[config.mk]
export PLATFORM = sky130hd
export DESIGN_NAME = pipe_share_ctrl
export DESIGN_NICKNAME = d
export VERILOG_FILES = /design/src/rtl/pipe_share_ctrl.sv
export SDC_FILE = /design/constraint.sdc
export NUM_CORES = 1
export LEC_CHECK = 0
export CAP_MARGIN = 25
export CORE_MARGIN = 3
export CORE_UTILIZATION = 23
export DETAILED_ROUTE_END_ITERATION = 16
export PLACE_DENSITY_LB_ADDON = 0.25
export SYNTH_ARGS = -nofsm -noshare
export SYNTH_HDL_FRONTEND = slang
export SYNTH_SLANG_ARGS = --single-unit
[constraint.sdc]
create_clock -name clk -period 2.2 [get_ports clk]
set_input_delay 0.55 -clock clk [delete_from_list [all_inputs] [get_ports clk]]
set_output_delay 0.55 -clock clk [all_outputs]
set_load 0.02 [all_outputs]
[src/rtl/pipe_share_ctrl.sv]
`default_nettype none
// ============================================================================
// Module   : pipe_share_ctrl
// Purpose  : Shares one fixed-latency pipelined datapath among NUM_REQS
//            requesters. Each cycle a round-robin arbiter picks a requester.
//            The controller drives the shared stage enable of the external
//            pipe-register chain. It keeps a valid/tag shadow chain in
//            lockstep with that chain and steers each result back to the
//            requester that issued it. The whole pipe freezes while the
//            requester owning the head result holds off.
// Ports    :
//   clk, reset        clock, synchronous active-high reset
//   req_valid[N]      per-requester request valid
//   req_data[N*DATAW] request payloads, requester i at [i*DATAW +: DATAW]
//   req_ready[N]      per-requester accept (one-hot or zero)
//   pipe_enable       shared enable for every datapath stage
//   pipe_in[DATAW]    payload into datapath stage 0
//   pipe_out[DATAW]   datapath result at its last stage
//   rsp_valid[N]      per-requester result valid (one-hot or zero)
//   rsp_data[DATAW]   result broadcast to all requesters (= pipe_out)
//   rsp_ready[N]      per-requester result accept
//   busy              any stage occupied
// Revision : 1.0 - initial release
// ============================================================================
module pipe_share_ctrl #(
  parameter int NUM_REQS = 4,
  parameter int DATAW    = 32,
  parameter int LATENCY  = 3
) (
  input  logic                      clk,
  input  logic                      reset,
  input  logic [NUM_REQS-1:0]       req_valid,
  input  logic [NUM_REQS*DATAW-1:0] req_data,
  output logic [NUM_REQS-1:0]       req_ready,
  output logic                      pipe_enable,
  output logic [DATAW-1:0]          pipe_in,
  input  logic [DATAW-1:0]          pipe_out,
  output logic [NUM_REQS-1:0]       rsp_valid,
  output logic [DATAW-1:0]          rsp_data,
  input  logic [NUM_REQS-1:0]       rsp_ready,
  output logic                      busy
);

  localparam int TAGW = (NUM_REQS > 1) ? $clog2(NUM_REQS) : 1;

  // After reset the search must begin at requester 0, so the pointer
  // starts on the last requester.
  localparam logic [TAGW-1:0] c_last_grant_init = TAGW'(NUM_REQS - 1);

  // --------------------------------------------------------------------------
  // Shadow chain: one valid bit and one requester tag per datapath stage.
  // Stage LATENCY-1 is the head and lines up with pipe_out.
  // --------------------------------------------------------------------------
  logic [LATENCY-1:0] r_vld;
  logic [TAGW-1:0]    r_tag [LATENCY];
  logic [TAGW-1:0]    r_last_grant;

  logic               w_head_vld;
  logic [TAGW-1:0]    w_head_tag;
  logic               w_head_ready;
  logic               w_stall;

  logic               w_any_req;
  logic               w_hi_found;
  logic               w_lo_found;
  logic [TAGW-1:0]    w_hi_idx;
  logic [TAGW-1:0]    w_lo_idx;
  logic [TAGW-1:0]    w_grant;
  logic               w_fire;

  assign w_head_vld = r_vld[LATENCY-1];
  assign w_head_tag = r_tag[LATENCY-1];

  // Ready of the requester that owns the head result. Tags never exceed
  // NUM_REQS-1, so a compare loop avoids an out-of-range variable index.
  always_comb begin
    w_head_ready = 1'b0;
    for (int i = 0; i < NUM_REQS; i++) begin
      if (w_head_tag == TAGW'(i)) begin
        w_head_ready = rsp_ready[i];
      end
    end
  end

  // A bubble at the head never stalls. Only an unaccepted valid result does.
  assign w_stall     = w_head_vld && !w_head_ready;
  assign pipe_enable = !w_stall;

  // --------------------------------------------------------------------------
  // Round-robin arbiter. The lowest valid index above last_grant wins.
  // If no valid index lies above it, the search wraps to the lowest valid
  // index overall. This gives the same result as a search starting at
  // last_grant+1 mod NUM_REQS.
  // --------------------------------------------------------------------------
  assign w_any_req = |req_valid;

  always_comb begin
    w_hi_found = 1'b0;
    w_lo_found = 1'b0;
    w_hi_idx   = '0;
    w_lo_idx   = '0;
    for (int i = 0; i < NUM_REQS; i++) begin
      if (req_valid[i]) begin
        if (!w_hi_found && (TAGW'(i) > r_last_grant)) begin
          w_hi_found = 1'b1;
          w_hi_idx   = TAGW'(i);
        end
        if (!w_lo_found) begin
          w_lo_found = 1'b1;
          w_lo_idx   = TAGW'(i);
        end
      end
    end
    w_grant = w_hi_found ? w_hi_idx : w_lo_idx;
  end

  // The candidate is always a valid requester, so the handshake fires
  // exactly when someone is asking and the pipe is allowed to move.
  assign w_fire = w_any_req && pipe_enable && !reset;

  always_comb begin
    req_ready = '0;
    for (int i = 0; i < NUM_REQS; i++) begin
      if (w_fire && (w_grant == TAGW'(i))) begin
        req_ready[i] = 1'b1;
      end
    end
  end

  // The payload of the candidate goes to stage 0 even during a stall. The
  // datapath ignores it then, because its enable is low.
  always_comb begin
    pipe_in = '0;
    for (int i = 0; i < NUM_REQS; i++) begin
      if (w_any_req && (w_grant == TAGW'(i))) begin
        pipe_in = req_data[i*DATAW +: DATAW];
      end
    end
  end

  // --------------------------------------------------------------------------
  // Shadow chain advance. The chain shifts only when the datapath does.
  // Stage 0 takes the fired request or a bubble. A stall freezes every
  // stage, bubbles included, so each entry stays aligned with its data.
  // --------------------------------------------------------------------------
  always_ff @(posedge clk) begin
    if (reset) begin
      r_vld        <= '0;
      r_last_grant <= c_last_grant_init;
      for (int s = 0; s < LATENCY; s++) begin
        r_tag[s] <= '0;
      end
    end else if (pipe_enable) begin
      for (int s = LATENCY - 1; s > 0; s--) begin
        r_vld[s] <= r_vld[s-1];
        r_tag[s] <= r_tag[s-1];
      end
      r_vld[0] <= w_fire;
      r_tag[0] <= w_fire ? w_grant : '0;
      if (w_fire) begin
        r_last_grant <= w_grant;
      end
    end
  end

  // --------------------------------------------------------------------------
  // Result steering
  // --------------------------------------------------------------------------
  generate
    for (genvar i = 0; i < NUM_REQS; i++) begin : g_rsp_valid
      assign rsp_valid[i] = w_head_vld && (w_head_tag == TAGW'(i));
    end
  endgenerate

  assign rsp_data = pipe_out;
  assign busy     = |r_vld;

endmodule
`default_nettype wire

==> impl_metrics.yaml, run 1 <==
run_status:
  status: "complete, but fails checks"
  violations: "negative setup slack"
global_routing:
  grt_pass1_wl_mm: 15.7
  antenna_found_initial: 0
  grt_use_total: 0.229
  grt_pass1_vias: 2963
  overflow: 0
  grt_max_degree: 24
floorplanning:
  die-height_um: 94.8
  fp.dieW_um: 94.8
  core_area_um2: 7450
  boundaryPins: 244
  dieArea_um2: 8980
  fp-row-count: 31
  initial_core_util: 0.243
synth:
  syn_area_um2: 1810
  yosysSeqAreaShare: 0.155
  synth.ff_latch_count: 11
  synth_top_area_share: 0.155
  synthCells: 218
  synthTopCellsByCount: "37 x a21oi_1, 33 x buf_4, 32 x o2bb2ai_1"
  synth_edf_count: 6
  ys_warn_count: 0
  yosys.cell_types.count: 34
  synth_most_common_cell: "a21oi_1"
  async_flop_share: 0
  yosys.area.top_type: "o2bb2ai_1"
  syn_avg_cell_area_um2: 8.31
  ys.flop_type: "edfxtp_1"
  syn_nets: 388
  synth.area.top_cells: "o2bb2ai_1 15%, buf_4 14%, a221oi_1 11%"
worst_setup_path:
  r2r_slack_ns: 0.34
  path_delay_family: "compound AO/OA/AOI/OAI gates"
  r2r_start: "r_tag[0][4]$_SDFFCE_PN0P_"
  path_class: "in -> out"
  cp-end-kind: "output port"
  timing.rr.end: "r_tag[0][0]$_SDFFCE_PN0P_"
  crit_end: "pipe_in[10]"
  cp_slowest_cell: "a221o_1"
  cp_num_cells: 9
  critPathBufInv: 4
  crit_chain: "buf_8 > o21ai_2 > o21ai_1 > a221o_1 > nor2_4 > buf_12 > buf_8 > o2bb2ai_4 > buf_6"
  crit_fanout: 6
  worstSetupStartpoint: "req_valid[0]"
  cp_common_cell: "buf_8"
  arrival_ns: 2.08
  required_ns: 1.65
  slowest_delay_ns: 0.42
  cp-start-kind: "input pin"
  worstRegToRegCells: 7
cts:
  cts_tree: "built"
  htreeDepth: 1
  numClockSinks: 11
  cts_buffer_depth: 2
  ctsRootBufferMaster: "clkbuf_8"
  cts_buffers: 3
  path_clk_slew_ns: 0.05
  clk_latency_ns: 0.23
  cts.hold.buffers_added: 0
detailed_routing:
  vias: 2674
  first_iter_violations: 85
  ant_nets: 0
  via_per_inst: 5.17
  firstDrtPassIters: 4
  drc_errors: 0
  post_drt_wl_per_cell_um: 21.8
  drt-total-wl_mm: 11.3
job:
  max_cap_violations: 0
sta:
  slew_viol_final: 0
  grt_setup_unrepaired: "true"
  tns_ns: -12.74
  min_period_ns: 2.63
  postLayoutSetupSlackWorst_ns: -0.432
  max_slew.worst_pin.slew_ns: 0.331
  finalCritPeriodShare: 1.20
  finalHoldViolCount: 0
  slew_headroom: 0.779
  fin_skew_ns: 0.000320
  setup_viol: 36
  fmax_ghz: 0.380
place:
  port_buffers: 179
  pre_cts_ws_ns: -1.38
  dp_hpwl_mm: 7.80
  gp_congestion: 0.784
  place_area_um2: 4430
  dp.cells: 496
layout:
  fin_cells: 517
  nets: 589
  fillCellCount: 537
  diodes: 0
  area_growth_pct: 185
  drive_gt1_frac: 0.507
  seqCellArea_um2: 285
  multi_input_area_um2: 2140
  fin_area_um2: 5160
hold_path:
  hold_path.class: "reg -> reg"
  min_from: "r_vld[1]$_SDFFE_PP0N_"
power:
  power.leakage_nw: 1.98
  power.density_nw_per_um2: 523
  ir_drop_uv: 286
placed cells by master, fill, tap and decap left out, types with 5 or more instances in the layout:
cell               n
a21oi_1           26
a21oi_2           11
a221oi_2          17
a221oi_4          15
buf_12             7
buf_2              5
buf_4             51
buf_6             44
buf_8              5
clkdlybuf4s50_1  131
edfxtp_1           6
nor2_1             7
o2bb2ai_4         31
logic make-up (layout without fill, tap and decap cells):
family / count (synthesis) / count (layout) / share of synthesized area
AND/OR/NAND/NOR: 31 / 31 / 0.0981
flip-flops: 11 / 11 / 0.155
multiplexers: 2 / 2 / 0.0180
buffers and inverters: 59 / 259 / 0.211
AO/OA/AOI/OAI: 115 / 115 / 0.518
state kept, by name (all words and copies together) (netlist names):
signal / cells
r_vld: 3
r_last_grant: 2
r_tag: 6
worst min-delay path by stage:
stage	to	depth (start not counted)
final	r_vld[2]$_SDFFE_PP0N_	2
after global routing	r_vld[2]$_SDFFE_PP0N_	2
after CTS	r_vld[2]$_SDFFE_PP0N_	2
after detailed placement	r_vld[2]$_SDFFE_PP0N_	2
after global placement	r_vld[2]$_SDFFE_PP0N_	2
after floorplan	r_vld[2]$_SDFFE_PP0N_	2
through the flow:
stage / hold slack (ns) / util / power (mW)
2_1_floorplan: 0.436 / - / 1.32
3_3_place_gp: 0.458 / 0.595 / 2.08
3_5_place_dp: 0.463 / 0.595 / 2.10
4_1_cts: 0.471 / 0.680 / 2.65
5_1_grt: 0.506 / 0.693 / 2.83
6_report: 0.468 / 0.693 / 2.70
final cells by class:
class	instances	share of cell area
inverters	6	0.00436
clock buffers	4	0.00873
repair buffers	249	0.494
multi-input cells	148	0.414
flip-flops and latches	11	0.0553
well taps	99	0.0240
power by group:
| part | total [mW] | internal, mW | switching, mW |
|---|---|---|---|
| logic | 2.24 | 1.20 | 1.04 |
| registers | 0.260 | 0.241 | 0.0181 |
| clock network | 0.199 | 0.127 | 0.0725 |
| total | 2.70 | 1.57 | 1.13 |
worst reg2reg max path, delay by kind of cell (launching register included):
kind	cells	cell delay, ns
buf+inv	2	0.29
mux	1	0.50
flops	1	0.37
simple gates	3	0.39
compound gates	1	0.07
timing repair:
action | 4_1_cts | 5_1_grt
buffers inserted | 11 | 4
resized for setup | 316 | 30
gates cloned | 5 | 0
pin swaps | 12 | 8
endpoints found under the setup margin | 38 | 36
per-layer routing:
layer | track usage | up-vias | part of all wire
met5 | 0 | - | 0
li1 | - | 1241 | -
met4 | 0.0817 | 0 | 0.036
met2 | 0.439 | 132 | 0.55
met1 | 0.235 | 1265 | 0.33
met3 | 0.0637 | 36 | 0.079
(Power assumes the default switching activity.)
==> run 2: changes to the inputs <==
--- a/config.mk
+++ b/config.mk
@@ -6,9 +6,9 @@
 export NUM_CORES = 1
 export LEC_CHECK = 0
 export CAP_MARGIN = 25
-export CORE_MARGIN = 3
-export CORE_UTILIZATION = 23
+export CORE_AREA = 3 3 94 96
 export DETAILED_ROUTE_END_ITERATION = 16
+export DIE_AREA = 0 0 97 99
 export PLACE_DENSITY_LB_ADDON = 0.25
 export SYNTH_ARGS = -nofsm -noshare
 export SYNTH_HDL_FRONTEND = slang
==> constraint.sdc (replaced) <==
create_clock -name clk -period 3.2 [get_ports clk]
set_input_delay 0.8 -clock clk [delete_from_list [all_inputs] [get_ports clk]]
set_output_delay 0.8 -clock clk [all_outputs]
set_load 0.02 [all_outputs]
==> run 2 against run 1 <==
The run now ends clean. Non-clock buffer count decreased by 32. Final cell count decreased by 5.0%. Critical path type unchanged. Clock power decreased by 31%. Sequential share of layout area increased by 1.5 points. Sequential power decreased by 30%. Worst hold slack improved by 0.00076 ns. Final area decreased by 23%. Combinational power decreased by 52%. Clock-buffer cell count unchanged. Register-to-register slack improved by 0.97 ns.
==> impl_metrics.yaml, run 2 (synthesis results as in run 1) <==
job:
  max_cap_violations: 0
detailed_routing:
  vias: 2467
  drc_errors: 0
  firstDrtPassIters: 4
  post_drt_wl_per_cell_um: 18.3
  first_iter_violations: 33
  ant_nets: 0
  via_per_inst: 5.02
  drt-total-wl_mm: 8.98
place:
  pre_cts_ws_ns: -0.791
  port_buffers: 179
  place_area_um2: 3640
  dp.cells: 473
  dp_hpwl_mm: 6.69
  gp_congestion: 0.805
power:
  power.density_nw_per_um2: 348
  finalPower_mw: 1.39
  power.leakage_nw: 1.52
  ir_drop_uv: 149
layout:
  drive_gt1_frac: 0.339
  area_growth_pct: 121
  final_common_cell: "clkdlybuf4s50_1"
  regMostFlops: "r_tag"
  fin_area_um2: 4000
  nets: 557
  mostFrequentLayoutCells: "138 x clkdlybuf4s50_1, 34 x buf_4, 24 x a21oi_1"
  largest_register_ff_count: 6
  reg.largest.list: "r_tag: 6 flops, r_vld: 3 flops, r_last_grant: 2 flops"
  diodes: 0
  fin_cells: 491
worst_setup_path:
  cp_common_cell: "buf_4"
  crit_end: "pipe_in[24]"
  r2r_slack_ns: 1.31
  cp_num_cells: 10
  r2r_start: "r_last_grant[1]$_SDFFE_PP1P_"
  crit_chain: "buf_4 > o21ai_2 > o21ai_1 > a221o_1 > buf_6 > buf_4 > buf_12 > a21oi_1 > o2bb2ai_1 > buf_4"
  path_delay_family: "compound AO/OA/AOI/OAI gates"
  path_class: "in -> out"
  slowest_delay_ns: 0.42
  arrival_ns: 2.35
  timing.rr.end: "r_tag[0][0]$_SDFFCE_PN0P_"
  cp_slowest_cell: "a221o_1"
  worstRegToRegCells: 7
  cp-start-kind: "input pin"
  crit_fanout: 8
  critPathBufInv: 5
  cp-end-kind: "output port"
  worstSetupStartpoint: "req_valid[0]"
  required_ns: 2.40
sta:
  min_period_ns: 3.15
  fin_skew_ns: 0.00134
  finalHoldViolCount: 0
  finalCritPeriodShare: 0.984
  fmax_ghz: 0.318
  slew_headroom: 0.691
  slew_viol_final: 0
  grt_setup_unrepaired: "true"
  hold_slack_ns: 0.469
  max_slew.worst_pin.slew_ns: 0.463
  postLayoutSetupSlackWorst_ns: 0.0510
  setup_viol: 0
floorplanning:
  fp-row-count: 33
  fp.dieW_um: 97
  core_area_um2: 8130
  dieArea_um2: 9600
  initial_core_util: 0.223
  boundaryPins: 244
  die-height_um: 99
cts:
  clk_latency_ns: 0.24
  numClockSinks: 11
  cts_buffers: 3
  ctsRootBufferMaster: "clkbuf_8"
  cts_buffer_depth: 2
  cts.hold.buffers_added: 0
  cts_tree: "built"
  path_clk_slew_ns: 0.05
  htreeDepth: 1
run_status:
  status: "finished, final reports clean"
global_routing:
  overflow: 0
  antenna_found_initial: 0
  grt_pass1_vias: 2563
  grt_use_total: 0.173
  grt_max_degree: 22
  grt_pass1_wl_mm: 13.5
hold_path:
  hold_path.class: "reg -> reg"
-- run 2: per-stage QoR --
stage / util / setup TNS, ns
6_report: 0.491 / 0
5_1_grt: 0.491 / -0.0947
4_1_cts: 0.478 / 0
3_5_place_dp: 0.447 / -25.84
3_3_place_gp: 0.447 / -25.32
2_1_floorplan: - / 0
-- run 2: worst min path at each step --
stage	endpoint	slack, ns	depth (start not counted)	startpoint
after global routing	r_vld[0]$_SDFFE_PP0N_	0.53	2	r_vld[0]$_SDFFE_PP0N_
after global placement	r_vld[2]$_SDFFE_PP0N_	0.45	2	r_vld[1]$_SDFFE_PP0N_
final	r_vld[2]$_SDFFE_PP0N_	0.47	2	r_vld[1]$_SDFFE_PP0N_
after detailed placement	r_vld[2]$_SDFFE_PP0N_	0.47	2	r_vld[1]$_SDFFE_PP0N_
after CTS	r_vld[2]$_SDFFE_PP0N_	0.47	2	r_vld[1]$_SDFFE_PP0N_
after floorplan	r_vld[2]$_SDFFE_PP0N_	0.44	2	r_vld[1]$_SDFFE_PP0N_
-- run 2: final cells by class --
type / count / area, µm²
Tap cell: 105 / 131
Sequential cell: 11 / 280
Timing Repair Buffer: 217 / 2140
Multi-Input combinational cell: 148 / 1370
Inverter: 6 / 22.5
Clock buffer: 4 / 45.0
Fill cell: 772 / 4140
-- run 2: metal layers --
| layer | global-route usage | up-vias | share of wire |
|---|---|---|---|
| met2 | 0.327 | 123 | 0.53 |
| met1 | 0.190 | 1161 | 0.38 |
| li1 | - | 1173 | - |
| met5 | 0 | - | 0 |
| met4 | 0.0410 | 0 | 0.016 |
| met3 | 0.0467 | 10 | 0.077 |
-- run 2: power by group --
part | leakage, nW | internal (mW) | switching [mW] | total (mW)
sequential | 0.113 | 0.165 | 0.0171 | 0.182
clock | 0.0228 | 0.0873 | 0.0500 | 0.137
combinational | 1.39 | 0.562 | 0.511 | 1.07
-- run 2: what timing repair did --
action | CTS | global route
buffers inserted | 13 | 2
pin swaps | 5 | 3
resized for setup | 202 | 48
setup endpoints to repair | 37 | 36
cloned | 4 | 0
-- run 2: worst reg2reg max path: stages (launching register included) --
cell and delay [ns]:
dfxtp_1 0.59, nand2b_1 0.23, a21oi_2 0.09, a211oi_4 0.26
buf_4 0.15, buf_4 0.16, buf_4 0.13, nor2_1 0.04
==> run 3: changes to the inputs <==
--- a/config.mk
+++ b/config.mk
@@ -5,6 +5,7 @@
 export SDC_FILE = /design/constraint.sdc
 export NUM_CORES = 1
 export LEC_CHECK = 0
+export ABC_AREA = 1
 export CAP_MARGIN = 25
 export CORE_AREA = 3 3 94 96
 export DETAILED_ROUTE_END_ITERATION = 16
==> run 3 against run 2 <==
Clock power about the same. Flip-flop and latch count unchanged. First-iteration DRC count rose to 2.9 times the previous value. Sequential power up 7%. Core utilization down 3.2 points. Worst setup slack better by 0.042 ns. Non-clock buffer count down 11. Largest cell class unchanged. Largest power group unchanged.
==> impl_metrics.yaml, run 3 <==
run_status:
  status: "finished, final reports clean"
detailed_routing:
  via_per_inst: 5.18
  vias: 2921
  firstDrtPassIters: 4
  post_drt_wl_per_cell_um: 16.0
  ant_nets: 0
  drt-total-wl_mm: 9.01
  drc_errors: 0
  first_iter_violations: 95
cts:
  cts_buffers: 3
  numClockSinks: 11
  htreeDepth: 1
  clk_latency_ns: 0.24
  cts.hold.buffers_added: 0
  cts_buffer_depth: 2
  ctsRootBufferMaster: "clkbuf_8"
  cts_tree: "built"
  path_clk_slew_ns: 0.05
worst_setup_path:
  crit_fanout: 2
  cp-start-kind: "input pin"
  path_class: "in -> out"
  cp-end-kind: "output port"
  arrival_ns: 2.31
  required_ns: 2.40
layout:
  reg.largest.list: "r_tag: 6 flops, r_vld: 3 flops, r_last_grant: 2 flops"
  fin_area_um2: 3730
  area_growth_pct: 91.0
  mostFrequentLayoutCells: "138 x clkdlybuf4s50_1, 100 x nand3_1, 64 x nand4_1"
  diodes: 0
  largest_register_ff_count: 6
  seqCellArea_um2: 280
  final_common_cell: "clkdlybuf4s50_1"
  fillCellCount: 863
  drive_gt1_frac: 0.168
  regMostFlops: "r_tag"
  nets: 630
  fin_util: 0.459
  multi_input_area_um2: 1180
sta:
  postLayoutSetupSlackWorst_ns: 0.0931
  finalHoldViolCount: 0
  min_period_ns: 3.11
  setup_viol: 0
  max_slew.worst_pin.slew_ns: 0.338
  fin_skew_ns: 0.00196
  grt_setup_unrepaired: "false"
  fmax_ghz: 0.322
  finalCritPeriodShare: 0.971
  slew_headroom: 0.774
  hold_slack_ns: 0.500
  slew_viol_final: 0
floorplanning:
  fp-row-count: 33
  initial_core_util: 0.240
  dieArea_um2: 9600
  boundaryPins: 244
  fp.dieW_um: 97
  core_area_um2: 8130
  die-height_um: 99
power:
  finalPower_mw: 1.48
  power.density_nw_per_um2: 397
  ir_drop_uv: 152
  power.leakage_nw: 1.51
synth:
  synth_edf_count: 6
  synthCells: 312
  ys_warn_count: 0
  ys.flop_type: "edfxtp_1"
  async_flop_share: 0
  synth.ff_latch_count: 11
  synth.area.top_cells: "nand3_1 26%, nand4_1 20%, buf_4 15%"
  syn_area_um2: 1950
  yosys.cell_types.count: 23
  syn_nets: 482
  yosys.area.top_type: "nand3_1"
  synth_top_area_share: 0.256
  synth_most_common_cell: "nand3_1"
  syn_avg_cell_area_um2: 6.26
  yosysSeqAreaShare: 0.143
  synthTopCellsByCount: "100 x nand3_1, 64 x nand4_1, 40 x buf_4"
job:
  max_cap_violations: 0
place:
  pre_cts_ws_ns: -0.533
  gp_congestion: 0.903
  dp_hpwl_mm: 6.59
  place_area_um2: 3720
  port_buffers: 179
global_routing:
  grt_use_total: 0.169
  grt_pass1_wl_mm: 13.7
  overflow: 0
  antenna_found_initial: 0
  grt_max_degree: 37
  grt_pass1_vias: 2839
hold_path:
  hold_path.class: "reg -> reg"
==> run 3: cell count changes in the layout (fill, tap and decap cells not counted), moves of 7 or more <==
cell / delta
a21oi_1: -20
a221oi_2: -12
nand2_1: +14
a221oi_1: -20
and2_1: -7
o2bb2ai_1: -22
a21oi_2: -12
nand4_1: +64
nor2_1: +9
buf_6: -13
nand3_1: +100
inv_1: +13
buf_4: -10
==> run 3: stage by stage <==
| step | std cells | TNS [ns] |
|---|---|---|
| after floorplan | 312 | 0 |
| after global placement | 555 | -16.49 |
| after detailed placement | 555 | -17.53 |
| after CTS | 562 | 0 |
| after global routing | 564 | 0 |
| final | 564 | 0 |
==> run 3: what timing repair did <==
| action | 4_1_cts | 5_1_grt |
|---|---|---|
| resized for setup | 150 | 13 |
| pin swaps | 1 | 3 |
| endpoints found under the setup margin | 37 | 25 |
| setup buffers | 2 | 0 |
| gates cloned | 1 | 3 |
==> run 3: routing by layer <==
metal / part of all wire / global-route usage
met2: 0.50 / 0.311
met3: 0.086 / 0.0524
met5: 0 / 0
met4: 0.010 / 0.0313
met1: 0.40 / 0.195
==> run 3: area by class of cell <==
| cell class | count | share of cell area |
|---|---|---|
| clock buffer | 4 | 0.0121 |
| multi-input combinational | 219 | 0.315 |
| timing repair buffer | 206 | 0.543 |
| inverter | 19 | 0.0191 |
| sequential | 11 | 0.0751 |
| tap | 105 | 0.0352 |
==> run 3: final timing paths <==
path / cells after the start / start / slack, ns / endpoint
setup reg to reg: 6 / r_tag[0][5]$_SDFFCE_PN0P_ / 1.52 / r_tag[0][5]$_SDFFCE_PN0P_
hold reg to reg: 2 / r_vld[1]$_SDFFE_PP0N_ / 0.50 / r_vld[1]$_SDFFE_PP0N_
hold / removal: 2 / r_vld[1]$_SDFFE_PP0N_ / 0.50 / r_vld[1]$_SDFFE_PP0N_
setup / recovery: 8 / rsp_ready[0] / 0.09 / req_ready[0]
==> run 3: cells by family (layout without fill, tap and decap cells) <==
family | Yosys count | after routing | share of synthesized area
AND/OR/NAND/NOR | 206 | 206 | 0.556
AO/OA/AOI/OAI | 13 | 13 | 0.0371
flip-flops | 11 | 11 | 0.143
buffers and inverters | 82 | 229 | 0.264
==> run 3: where the power goes <==
group          switching, mW  total, mW  leakage, nW  internal, mW
clock                 0.0494      0.137       0.0228        0.0872
sequential            0.0149      0.195        0.112         0.180
combinational          0.617       1.15         1.38         0.534
==> run 3: worst max-delay path: stages <==
cell	delay [ns]
clkdlybuf4s50_1	0.45
o21ai_0	0.07
o22ai_1	0.23
nand3_1	0.13
nor2_1	0.15
inv_1	0.08
nor3_2	0.10
clkdlybuf4s15_2	0.30
